$ cat config.mk
export PLATFORM = sky130hd
export DESIGN_NAME = fetch_unit
export DESIGN_NICKNAME = d
export VERILOG_FILES = /design/src/rtl/fetch_unit.sv
export SDC_FILE = /design/constraint.sdc
export NUM_CORES = 1
export LEC_CHECK = 0
export CAP_MARGIN = 20
export CORE_MARGIN = 2
export CORE_UTILIZATION = 55
export CTS_CLUSTER_DIAMETER = 150
export DETAILED_ROUTE_END_ITERATION = 8
export PLACE_DENSITY = 0.91
export SLEW_MARGIN = 0
export SYNTH_ARGS = -nofsm -noshare
export SYNTH_HDL_FRONTEND = slang
export SYNTH_SLANG_ARGS = --single-unit
$ cat constraint.sdc
create_clock -name clk -period 4.84 [get_ports clk]
set_input_delay 0.726 -clock clk [delete_from_list [all_inputs] [get_ports clk]]
set_output_delay 0.726 -clock clk [all_outputs]
set_load 0.02 [all_outputs]
$ cat src/rtl/fetch_unit.sv
// Instruction-fetch front end: credit-limited request issue, in-order response
// queue feeding decode, and redirect/interrupt flushes that drop stale responses.
module fetch_unit #(
  parameter logic [31:0] BOOT_VEC     = 32'h0,
  parameter int          INT_SRC_CNT  = 1,
  parameter logic [31:0] INT_VEC_BASE = 32'h100,
  parameter int          QUEUE_DEPTH  = 4
) (
  input  logic                   clk,
  input  logic                   rst,
  output logic                   mem_req_valid,
  input  logic                   mem_req_ready,
  output logic [31:0]            mem_req_data,
  input  logic                   mem_resp_valid,
  output logic                   mem_resp_ready,
  input  logic [31:0]            mem_resp_data,
  output logic                   inst_valid,
  input  logic                   inst_ready,
  output logic [31:0]            inst_data,
  output logic [31:0]            inst_pc,
  input  logic                   redirect_valid,
  input  logic [31:0]            redirect_pc,
  input  logic [INT_SRC_CNT-1:0] ints,
  input  logic [INT_SRC_CNT-1:0] int_mask,
  input  logic                   int_enable_set,
  output logic                   int_taken,
  output logic [4:0]             int_cause,
  output logic [31:0]            int_epc
);

  localparam int AW = (QUEUE_DEPTH > 1) ? $clog2(QUEUE_DEPTH) : 1;
  localparam int CW = AW + 1;
  localparam logic [CW:0]   DEPTH   = QUEUE_DEPTH[CW:0];
  localparam logic [CW-1:0] CNT_ONE = CW'(1);
  localparam logic [AW-1:0] PTR_ONE = AW'(1);

  logic [31:0]   fetch_pc_q, fetch_pc_d;
  logic [31:0]   deliver_pc_q, deliver_pc_d;
  logic [31:0]   resp_pc_q, resp_pc_d;
  logic [CW-1:0] outstanding_q, outstanding_d;
  logic [CW-1:0] drop_cnt_q, drop_cnt_d;
  logic [CW-1:0] count_q, count_d;
  logic [AW-1:0] rd_ptr_q, rd_ptr_d;
  logic [AW-1:0] wr_ptr_q, wr_ptr_d;
  logic          ie_q, ie_d;

  logic [31:0]   qpc_q   [QUEUE_DEPTH];
  logic [31:0]   qdata_q [QUEUE_DEPTH];

  logic [INT_SRC_CNT-1:0] int_hits;
  logic [4:0]    int_idx;
  logic          int_take;
  logic          flush;
  logic [31:0]   target;
  logic [CW-1:0] live;
  logic [CW:0]   in_use;
  logic          req_fire;
  logic          resp_fire;
  logic          push;
  logic          pop;

  always_comb begin
    int_hits = ints & int_mask;
    int_idx  = '0;
    for (int i = INT_SRC_CNT - 1; i >= 0; i--) begin
      if (int_hits[i]) int_idx = 5'(i);
    end
    // A redirect in the same cycle defers the interrupt; it is re-evaluated next cycle.
    int_take = ie_q & (|int_hits) & ~redirect_valid;
    flush    = redirect_valid | int_take;
    target   = redirect_valid ? (redirect_pc & ~32'h3)
                              : INT_VEC_BASE + {25'b0, int_idx, 2'b00};

    live   = outstanding_q - drop_cnt_q;
    in_use = {1'b0, live} + {1'b0, count_q};

    mem_req_valid  = rst & (in_use < DEPTH) & ~flush;
    mem_req_data   = fetch_pc_q;
    mem_resp_ready = rst;
    inst_valid     = rst & (count_q != '0) & ~flush;
    inst_pc        = qpc_q[rd_ptr_q];
    inst_data      = qdata_q[rd_ptr_q];
    int_taken      = int_take;
    int_cause      = int_idx;
    int_epc        = deliver_pc_q;

    req_fire  = mem_req_valid & mem_req_ready;
    resp_fire = mem_resp_valid & mem_resp_ready;
    push      = resp_fire & ~flush & (drop_cnt_q == '0);
    pop       = inst_valid & inst_ready;
  end

  always_comb begin
    fetch_pc_d    = fetch_pc_q;
    deliver_pc_d  = deliver_pc_q;
    resp_pc_d     = resp_pc_q;
    outstanding_d = outstanding_q;
    drop_cnt_d    = drop_cnt_q;
    count_d       = count_q;
    rd_ptr_d      = rd_ptr_q;
    wr_ptr_d      = wr_ptr_q;
    ie_d          = ie_q;

    case ({req_fire, resp_fire})
      2'b10:   outstanding_d = outstanding_q + CNT_ONE;
      2'b01:   outstanding_d = outstanding_q - CNT_ONE;
      default: outstanding_d = outstanding_q;
    endcase

    if (flush) begin
      // Everything still in flight, minus the response landing now, is stale.
      drop_cnt_d   = outstanding_q - CW'(resp_fire);
      fetch_pc_d   = target;
      resp_pc_d    = target;
      deliver_pc_d = target;
      count_d      = '0;
      rd_ptr_d     = '0;
      wr_ptr_d     = '0;
    end else begin
      if (req_fire) fetch_pc_d = fetch_pc_q + 32'd4;
      if (resp_fire && drop_cnt_q != '0) drop_cnt_d = drop_cnt_q - CNT_ONE;
      if (push) begin
        resp_pc_d = resp_pc_q + 32'd4;
        wr_ptr_d  = wr_ptr_q + PTR_ONE;
      end
      if (pop) begin
        deliver_pc_d = inst_pc + 32'd4;
        rd_ptr_d     = rd_ptr_q + PTR_ONE;
      end
      case ({push, pop})
        2'b10:   count_d = count_q + CNT_ONE;
        2'b01:   count_d = count_q - CNT_ONE;
        default: count_d = count_q;
      endcase
    end

    if (int_take)            ie_d = 1'b0;
    else if (int_enable_set) ie_d = 1'b1;
  end

  always_ff @(posedge clk or negedge rst) begin
    if (!rst) begin
      fetch_pc_q    <= BOOT_VEC;
      deliver_pc_q  <= BOOT_VEC;
      resp_pc_q     <= BOOT_VEC;
      outstanding_q <= '0;
      drop_cnt_q    <= '0;
      count_q       <= '0;
      rd_ptr_q      <= '0;
      wr_ptr_q      <= '0;
      ie_q          <= 1'b0;
    end else begin
      fetch_pc_q    <= fetch_pc_d;
      deliver_pc_q  <= deliver_pc_d;
      resp_pc_q     <= resp_pc_d;
      outstanding_q <= outstanding_d;
      drop_cnt_q    <= drop_cnt_d;
      count_q       <= count_d;
      rd_ptr_q      <= rd_ptr_d;
      wr_ptr_q      <= wr_ptr_d;
      ie_q          <= ie_d;
    end
  end

  // Queue payload carries no reset; count_q alone decides what is valid.
  always_ff @(posedge clk) begin
    if (push) begin
      qpc_q[wr_ptr_q]   <= resp_pc_q;
      qdata_q[wr_ptr_q] <= mem_resp_data;
    end
  end

endmodule

==> results of run 1 <==
-- logic make-up (layout without fill, tap and decap cells) --
kind of cell	Yosys count	count (layout)
mux	64	64
simple gates	298	298
buf+inv	80	303
xor+xnor	42	42
other cells	1	11
flops	352	352
fa+ha+maj	18	18
compound gates	246	246
-- sequential cells by signal (all words and copies together) (netlist names) --
| signal | cells |
|---|---|
| wr_ptr_q | 2 |
| int_epc | 30 |
| count_q | 3 |
| outstanding_q | 3 |
| drop_cnt_q | 3 |
| ie_q | 1 |
| mem_req_data | 30 |
| qdata_q | 128 |
| resp_pc_q | 30 |
| rd_ptr_q | 2 |
| qpc_q | 120 |
-- final timing paths --
path | slack, ps | from | cells after the start | endpoint
setup / recovery | 820 | outstanding_q[0]$_DFFE_PN0P_ | 11 | mem_req_valid
hold / removal | 150 | rst | 1 | mem_req_data[30]$_DFFE_PN0P_
setup reg to reg | 1400 | outstanding_q[0]$_DFFE_PN0P_ | 18 | outstanding_q[2]$_DFFE_PN0P_
hold reg to reg | 490 | outstanding_q[0]$_DFFE_PN0P_ | 1 | outstanding_q[0]$_DFFE_PN0P_
max in group asynchronous | 3660 | rst | 2 | rd_ptr_q[0]$_DFFE_PN0P_
min in group clk | 490 | outstanding_q[0]$_DFFE_PN0P_ | 1 | outstanding_q[0]$_DFFE_PN0P_
-- layout by cell type, fill, tap and decap left out, drive strengths merged, types with 3 or more instances in the layout --
cell type | Yosys | routed
or3 | 8 | 8
a31oi | 20 | 20
nand2 | 111 | 111
nor2 | 62 | 62
and4 | 3 | 3
and2 | 7 | 7
xnor2 | 19 | 19
edfxtp | 248 | 248
clkbuf | 29 | 50
nor3 | 11 | 11
and3 | 14 | 14
fa | 3 | 3
o21a | 5 | 5
dfrtp | 104 | 104
clkdlybuf4s50 | 0 | 195
a21oi | 98 | 98
o211ai | 7 | 7
ha | 15 | 15
inv | 22 | 22
conb | 1 | 11
or2 | 5 | 5
o22ai | 3 | 3
bufinv | 0 | 8
nor4 | 4 | 4
xor2 | 23 | 23
o31ai | 10 | 10
buf | 29 | 22
o22a | 7 | 7
clkinv | 0 | 6
nand3 | 42 | 42
a21o | 3 | 3
nand4 | 25 | 25
o21ai | 76 | 76
mux4 | 62 | 62
-- metrics by stage --
stage / setup WS (ps) / utilization / hold slack (ps)
floorplan: 1236 / - / 430.4
global placement: 1339 / 0.6436 / 462.4
detailed placement: 1277 / 0.6436 / 468.5
CTS: 827.1 / 0.6890 / 149.3
finish: 817.5 / 0.6890 / 151.5
global route: 573.2 / 0.6890 / 170.9
-- power breakdown --
group          internal (mW)  leakage [nW]  switching, mW
Clock                   1.85         0.614           1.11
Combinational          0.448          2.49          0.608
Sequential              3.39          3.57          0.177
-- layer usage --
metal,global-route usage,part of all wire,up-vias
li1,-,-,4626
met2,0.4339,0.48,729
met1,0.3642,0.37,5303
met5,0,0,-
met3,0.05729,0.11,138
met4,0.1153,0.041,0
-- worst max-delay path, cell delays in order (launching register included) --
cell	delay, ps
sky130_fd_sc_hd__dfrtp_1	400
sky130_fd_sc_hd__inv_1	150
sky130_fd_sc_hd__ha_1	170
sky130_fd_sc_hd__inv_1	50
sky130_fd_sc_hd__fa_1	380
sky130_fd_sc_hd__xor2_1	160
sky130_fd_sc_hd__xnor2_1	130
sky130_fd_sc_hd__ha_1	270
sky130_fd_sc_hd__nor3_1	170
sky130_fd_sc_hd__o21ai_0	160
sky130_fd_sc_hd__nor2_1	120
sky130_fd_sc_hd__clkdlybuf4s50_1	640
-- final cells by class --
cell class	instances	area, µm²
clock inverters	14	270.3
clock buffers	50	984.7
inverters	22	82.58
well taps	378	473.0
multi-input cells	679	4991
fillers	1822	8593
flip-flops and latches	352	10050
repair buffers	217	2180
==> out/metrics.csv, run 1 <==
stage;metric;value;unit
run_status;status;complete, no violations;
cts;clock_slew_at_reported_path_ffs;60;ps
cts;clock-sinks;352;
yosys;async_flop_share;0.2955;
grt;grt_pass1_wl;60010;µm
sta;tightestPinTransition;1179;ps
sta;fin_tns_setup;0;ps
yosys;synthesis.area;15380;µm²
die;die_height;171.2;µm
grt;grt_start_max_net_pins;63;
worst_setup_path;path_max_fanout;3;
cts;post_cts_setup_repair_buffer_count;0;
yosys;synthesis.area_per_instance;13.97;µm²
die;floorplan.core_area;27630;µm²
yosys;synthDominantCellAreaShare;0.4843;
yosys;post_synthesis_cell_type_with_the_largest_combined_area;sky130_fd_sc_hd__edfxtp_1;
placed_design;placement.cell_area;17780;µm²
die;die_w;171.2;µm
yosys;synthSimpleGateAreaFrac;0.09357;
yosys;synth.top_cells.by_area;sky130_fd_sc_hd__edfxtp_1, sky130_fd_sc_hd__dfrtp_1, sky130_fd_sc_hd__mux4_2;
cells_and_area;final_cells;1712;
yosys;synth-adder-area-share;0.01611;
grt;grt_remaining_overflow;0;
yosys;synth.yosys.seq_area_share;0.6535;
cells_and_area;fin_nets;1399;
sta;period_needed;4022;ps
sta;grt_setup_unrepaired;false;
placed_design;globalplace.congestion;0.9146;
placed_design;place_inst;1648;
cells_and_area;syn2layout_area_growth;23.79;%
sta;layout_worst_path_cycle_share;0.8311;
yosys;synth-compound-area-share;0.09251;
sta;report.final.setup_viol;0;
yosys;synth_top_family_by_area;multiplexers;
placed_design;placement.io_buffers;196;
cells_and_area;finalInstanceArea;19040;µm²
cells_and_area;share_of_final_layout_standard_cells_stronger_than_drive_strength_1;0.1154;
worst_setup_path;cp-end-kind;primary output;
worst_setup_path;critPathArrivalTime;3300;ps
grt;global_route.usage.total;0.2709;
sta;finalHoldViolations;0;
grt;first_global_vias;10640;
power;p_total;7.583;mW
worst_setup_path;worstSetupPathType;flip-flop to primary output;
power;power.static_leakage;6.668;nW
worst_setup_path;setup.worst_path.start_class;flip-flop;
cts;clock_tree.htree_level_count;2;
grt;number_of_antenna_violations_at_the_first_check_in_global_routing;0;
sta;timing.final.max_slew_violations;0;
detailed_routing;route.detailed.wl_per_inst;22.97;µm
job;maxCapViolCount;0;
cts;cts_root_buf;sky130_fd_sc_hd__clkbuf_16;
power;worst_ir_drop_vdd;0.0003480;V
sta;slew-limit-headroom;0.2120;
power;powerDensity;398.4;nW/µm²
cts;holdBufCountCts;0;
yosys;synthMostInstantiatedCell;sky130_fd_sc_hd__edfxtp_1;
die;area_of_the_die;29310;µm²
die;row_count;61;
detailed_routing;postRouteWirelength;39330;µm
detailed_routing;drtIter0Drc;1771;
cts;clk_path_buf_depth;3;
yosys;netlist-cell-type-count;65;
detailed_routing;ant_nets;0;
sta;max_freq;0.2486;GHz
worst_setup_path;cp.required;4110;ps
detailed_routing;detailedRoute.firstPassIterationCount;6;
die;floorplan.initialDensity;0.5566;
yosys;synth_common_cells;sky130_fd_sc_hd__edfxtp_1, sky130_fd_sc_hd__nand2_1, sky130_fd_sc_hd__dfrtp_1;
placed_design;place.detailed.hpwl;25270;µm
sta;skew;10.95;ps
cts;clkLatencyLatePin;510;ps
yosys;postSynthRegisterBits;352;
detailed_routing;route.detailed.vias_per_inst;6.306;
cts;cts_tree;built;
yosys;muxShareOfSynthArea;0.09430;
detailed_routing;vias;10800;
min_path;timing.hold.worst.class;input pin to asynchronous set/reset pin;
detailed_routing;remaining_drc_errors;0;
yosys;synth_xor_xnor_area_share;0.02392;
yosys;post_synth_inst_count;1101;
die;io_pins;210;
cells_and_area;num_antenna_cells;0;
cts;cts_buffers;36;
yosys;yosys_warnings;0;
cts;resized_after_cts;0;
yosys;synth_flop_cell;sky130_fd_sc_hd__edfxtp_1;
yosys;synth-edff-count;248;
Power figures use the tool's default switching activity.
==> run 2: changes to the inputs <==
--- a/config.mk
+++ b/config.mk
@@ -7,10 +7,10 @@
 export LEC_CHECK = 0
 export CAP_MARGIN = 20
 export CORE_MARGIN = 2
-export CORE_UTILIZATION = 55
+export CORE_UTILIZATION = 50
 export CTS_CLUSTER_DIAMETER = 150
 export DETAILED_ROUTE_END_ITERATION = 8
-export PLACE_DENSITY = 0.91
+export PLACE_DENSITY = 0.88
 export SLEW_MARGIN = 0
 export SYNTH_ARGS = -nofsm -noshare
 export SYNTH_HDL_FRONTEND = slang
==> constraint.sdc (replaced) <==
create_clock -name clk -period 3.6 [get_ports clk]
set_input_delay 0.54 -clock clk [delete_from_list [all_inputs] [get_ports clk]]
set_output_delay 0.54 -clock clk [all_outputs]
set_load 0.02 [all_outputs]
==> run 2 against run 1 <==
Effect of this change: sequential power grew 35%; clock skew shrank 0.85 ps; die area grew 9.8%; sequential cell count is the same; worst setup slack lost 660 ps; critical path depth shrank 8; final cell count grew 2.0%; global-route usage shrank 1.3 points; critical path type unchanged; largest power group unchanged.
==> out/metrics.csv, run 2 (same netlist as run 1, synthesis figures left out) <==
stage;metric;value;unit;change
cts;cts_root_buf;sky130_fd_sc_hd__clkbuf_16;;
sta;report.final.setup_viol;0;;unchanged
worst_setup_path;critPathArrivalTime;2910;ps;-390 ps
worst_setup_path;worstSetupPathType;flip-flop to primary output;;
worst_setup_path;r2r_start;outstanding_q[0]$_DFFE_PN0P_;;
cts;clock_slew_at_reported_path_ffs;60;ps;about the same
sta;grt_setup_unrepaired;false;;
cells_and_area;multiInputGateArea;5000;µm²;+0.18%
worst_setup_path;r2r_setup_slack;420;ps;-980 ps
power;power_frac_comb;0.146;;+0.007
sta;timing.final.max_slew_violations;0;;unchanged
sta;fin_tns_setup;0;ps;unchanged
die;row_count;64;;+4.9%
cts;clock-sinks;352;;unchanged
worst_setup_path;cp.required;3060;ps;-1050 ps
grt;grt_start_max_net_pins;47;;-25%
detailed_routing;route.detailed.vias_per_inst;6.256;;-0.80%
grt;global_route.usage.total;0.2576;;-0.01330
cells_and_area;num_antenna_cells;0;;unchanged
power;cell_int_power;7.331;mW;+29%
power;pwr-share-clk;0.369;;-0.021
die;floorplan.core_area;30430;µm²;+10%
detailed_routing;detailedRoute.firstPassIterationCount;6;;unchanged
grt;number_of_antenna_violations_at_the_first_check_in_global_routing;0;;unchanged
die;die_w;179.4;µm;+4.8%
sta;post-route-worst-setup-slack;154.1;ps;-663.4 ps
cells_and_area;syn2layout_area_growth;24.14;%;
cts;clkLatencyLatePin;530;ps;+20 ps
sta;layout_worst_path_cycle_share;0.9572;;
cts;post_cts_setup_repair_buffer_count;0;;unchanged
placed_design;placement.io_buffers;196;;unchanged
cells_and_area;area.sequential;10050;µm²;unchanged
detailed_routing;remaining_drc_errors;0;;unchanged
cells_and_area;largest_reg_flops;128;;unchanged
grt;grt_remaining_overflow;0;;unchanged
run_status;status;complete, no violations;;
sta;finalHoldViolations;0;;unchanged
worst_setup_path;cp-end-kind;primary output;;
die;io_pins;210;;unchanged
cts;clk_path_buf_depth;3;;unchanged
sta;skew;10.09;ps;-0.8529 ps
worst_setup_path;worst-r2r-cell-count;13;;-5
power;p_total;9.911;mW;+31%
detailed_routing;postRouteWirelength;41100;µm;+4.5%
job;maxCapViolCount;0;;unchanged
die;floorplan.initialDensity;0.5053;;-0.05122
placed_design;place.detailed.hpwl;27100;µm;+7.3%
sta;slew-limit-headroom;0.4107;;+0.1987
power;powerDensity;519.2;nW/µm²;+30%
cells_and_area;final_cells;1747;;+2.0%
power;switching_share;0.2603;;+0.01052
power;worst_ir_drop_vdd;0.0004241;V;+22%
cells_and_area;registers.top_by_ff_count;qdata_q;;
detailed_routing;vias;10930;;+1.2%
die;die_height;179.4;µm;+4.8%
power;power.static_leakage;6.695;nW;+0.41%
detailed_routing;drtIter0Drc;1324;;-25%
placed_design;pre_cts_slack;283.6;ps;-993.8 ps
die;area_of_the_die;32170;µm²;+9.8%
min_path;timing.hold.worst.class;input pin to asynchronous set/reset pin;;
grt;grt_pass1_wl;62070;µm;+3.4%
placed_design;place_inst;1680;;+1.9%
detailed_routing;route.detailed.wl_per_inst;23.52;µm;+2.4%
detailed_routing;ant_nets;0;;unchanged
placed_design;globalplace.congestion;0.9423;;+3.0%
worst_setup_path;rr_endpoint;mem_req_data[31]$_DFFE_PN0P_;;
cts;clock_tree.htree_level_count;2;;unchanged
cells_and_area;utilization;0.6273;;-0.06163
cells_and_area;share_of_final_layout_standard_cells_stronger_than_drive_strength_1;0.1236;;+0.008170
worst_setup_path;path_max_fanout;20;;+17
sta;tightestPinTransition;880.7;ps;-298.5 ps
cells_and_area;fin_nets;1414;;+1.1%
worst_setup_path;setup.worst_path.start_class;flip-flop;;
cells_and_area;final_cell_mix;sky130_fd_sc_hd__edfxtp_1, sky130_fd_sc_hd__clkdlybuf4s50_1, sky130_fd_sc_hd__nand2_1;;
cts;cts_tree;built;;
power;power.net_switching;2.580;mW;+36%
cells_and_area;regs_by_ff_count;qdata_q: 128 flops, qpc_q: 120 flops;;
cells_and_area;mostFrequentLayoutCell;sky130_fd_sc_hd__edfxtp_1;;
cts;cts_buffers;36;;unchanged
grt;first_global_vias;11010;;+3.4%
sta;max_freq;0.2902;GHz;
power;power.sequential.fraction;0.485;;+0.014
cells_and_area;n_fill_cell;2183;;+20%
sta;period_needed;3446;ps;
run 2: power by group through the flow:
| stage | clock [mW] | sequential [mW] | combinational, mW |
|---|---|---|---|
| 5_1_grt | 3.89 | 4.82 | 1.56 |
| 2_1_floorplan | 0 | 4.91 | 0.692 |
| 4_1_cts | 3.71 | 4.80 | 1.41 |
| 6_report | 3.66 | 4.81 | 1.44 |
| 3_5_place_dp | 0 | 4.87 | 1.40 |
| 3_3_place_gp | 0 | 4.86 | 1.36 |
run 2: worst max-delay path by stage:
| stage | startpoint | end | slack, ps | cells past startpoint |
|---|---|---|---|---|
| finish | rd_ptr_q[0]$_DFFE_PN0P_ | inst_pc[21] | 150 | 3 |
| global route | rd_ptr_q[0]$_DFFE_PN0P_ | inst_pc[8] | 40 | 3 |
| CTS | outstanding_q[0]$_DFFE_PN0P_ | mem_req_valid | 6 | 11 |
| detailed placement | outstanding_q[0]$_DFFE_PN0P_ | mem_req_valid | 280 | 11 |
| global placement | outstanding_q[0]$_DFFE_PN0P_ | mem_req_valid | 290 | 11 |
| floorplan | outstanding_q[0]$_DFFE_PN0P_ | outstanding_q[2]$_DFFE_PN0P_ | 360 | 18 |
run 2: cell type report:
type / instances / area share
Clock inverter: 13 / 0.007800
Inverter: 22 / 0.004326
Clock buffer: 53 / 0.05270
Timing Repair Buffer: 232 / 0.1206
Tap cell: 396 / 0.02596
Multi-Input combinational cell: 679 / 0.2619
Sequential cell: 352 / 0.5267
run 2: worst max-delay path, stage by stage (launching register included):
cell and delay, ps:
sky130_fd_sc_hd__dfrtp_4 690, sky130_fd_sc_hd__buf_4 310, sky130_fd_sc_hd__mux4_1 750, sky130_fd_sc_hd__clkdlybuf4s50_1 610
run 2: what timing repair did:
| item | in CTS | in global routing |
|---|---|---|
| hold endpoints to repair | 1 | 0 |
| resized for setup | 1 | 5 |
| endpoints found under the setup margin | 1 | 1 |
| pin swaps | 0 | 0 |
| hold buffers | 1 | 0 |
run 2: metal layers:
layer  GRT usage  part of all wire  up-vias
met5           0                 0        -
met4      0.1280             0.051        0
met3     0.05633             0.095      175
met2      0.4239              0.49      755
met1      0.3255              0.36     5354
li1            -                 -     4645
run 2: stage by stage:
step	instance area [µm²]	hold slack, ps
floorplan	15420	244.4
CTS	19080	361.0
detailed placement	17920	358.5
global route	19090	384.2
finish	19090	365.6
global placement	17920	355.1
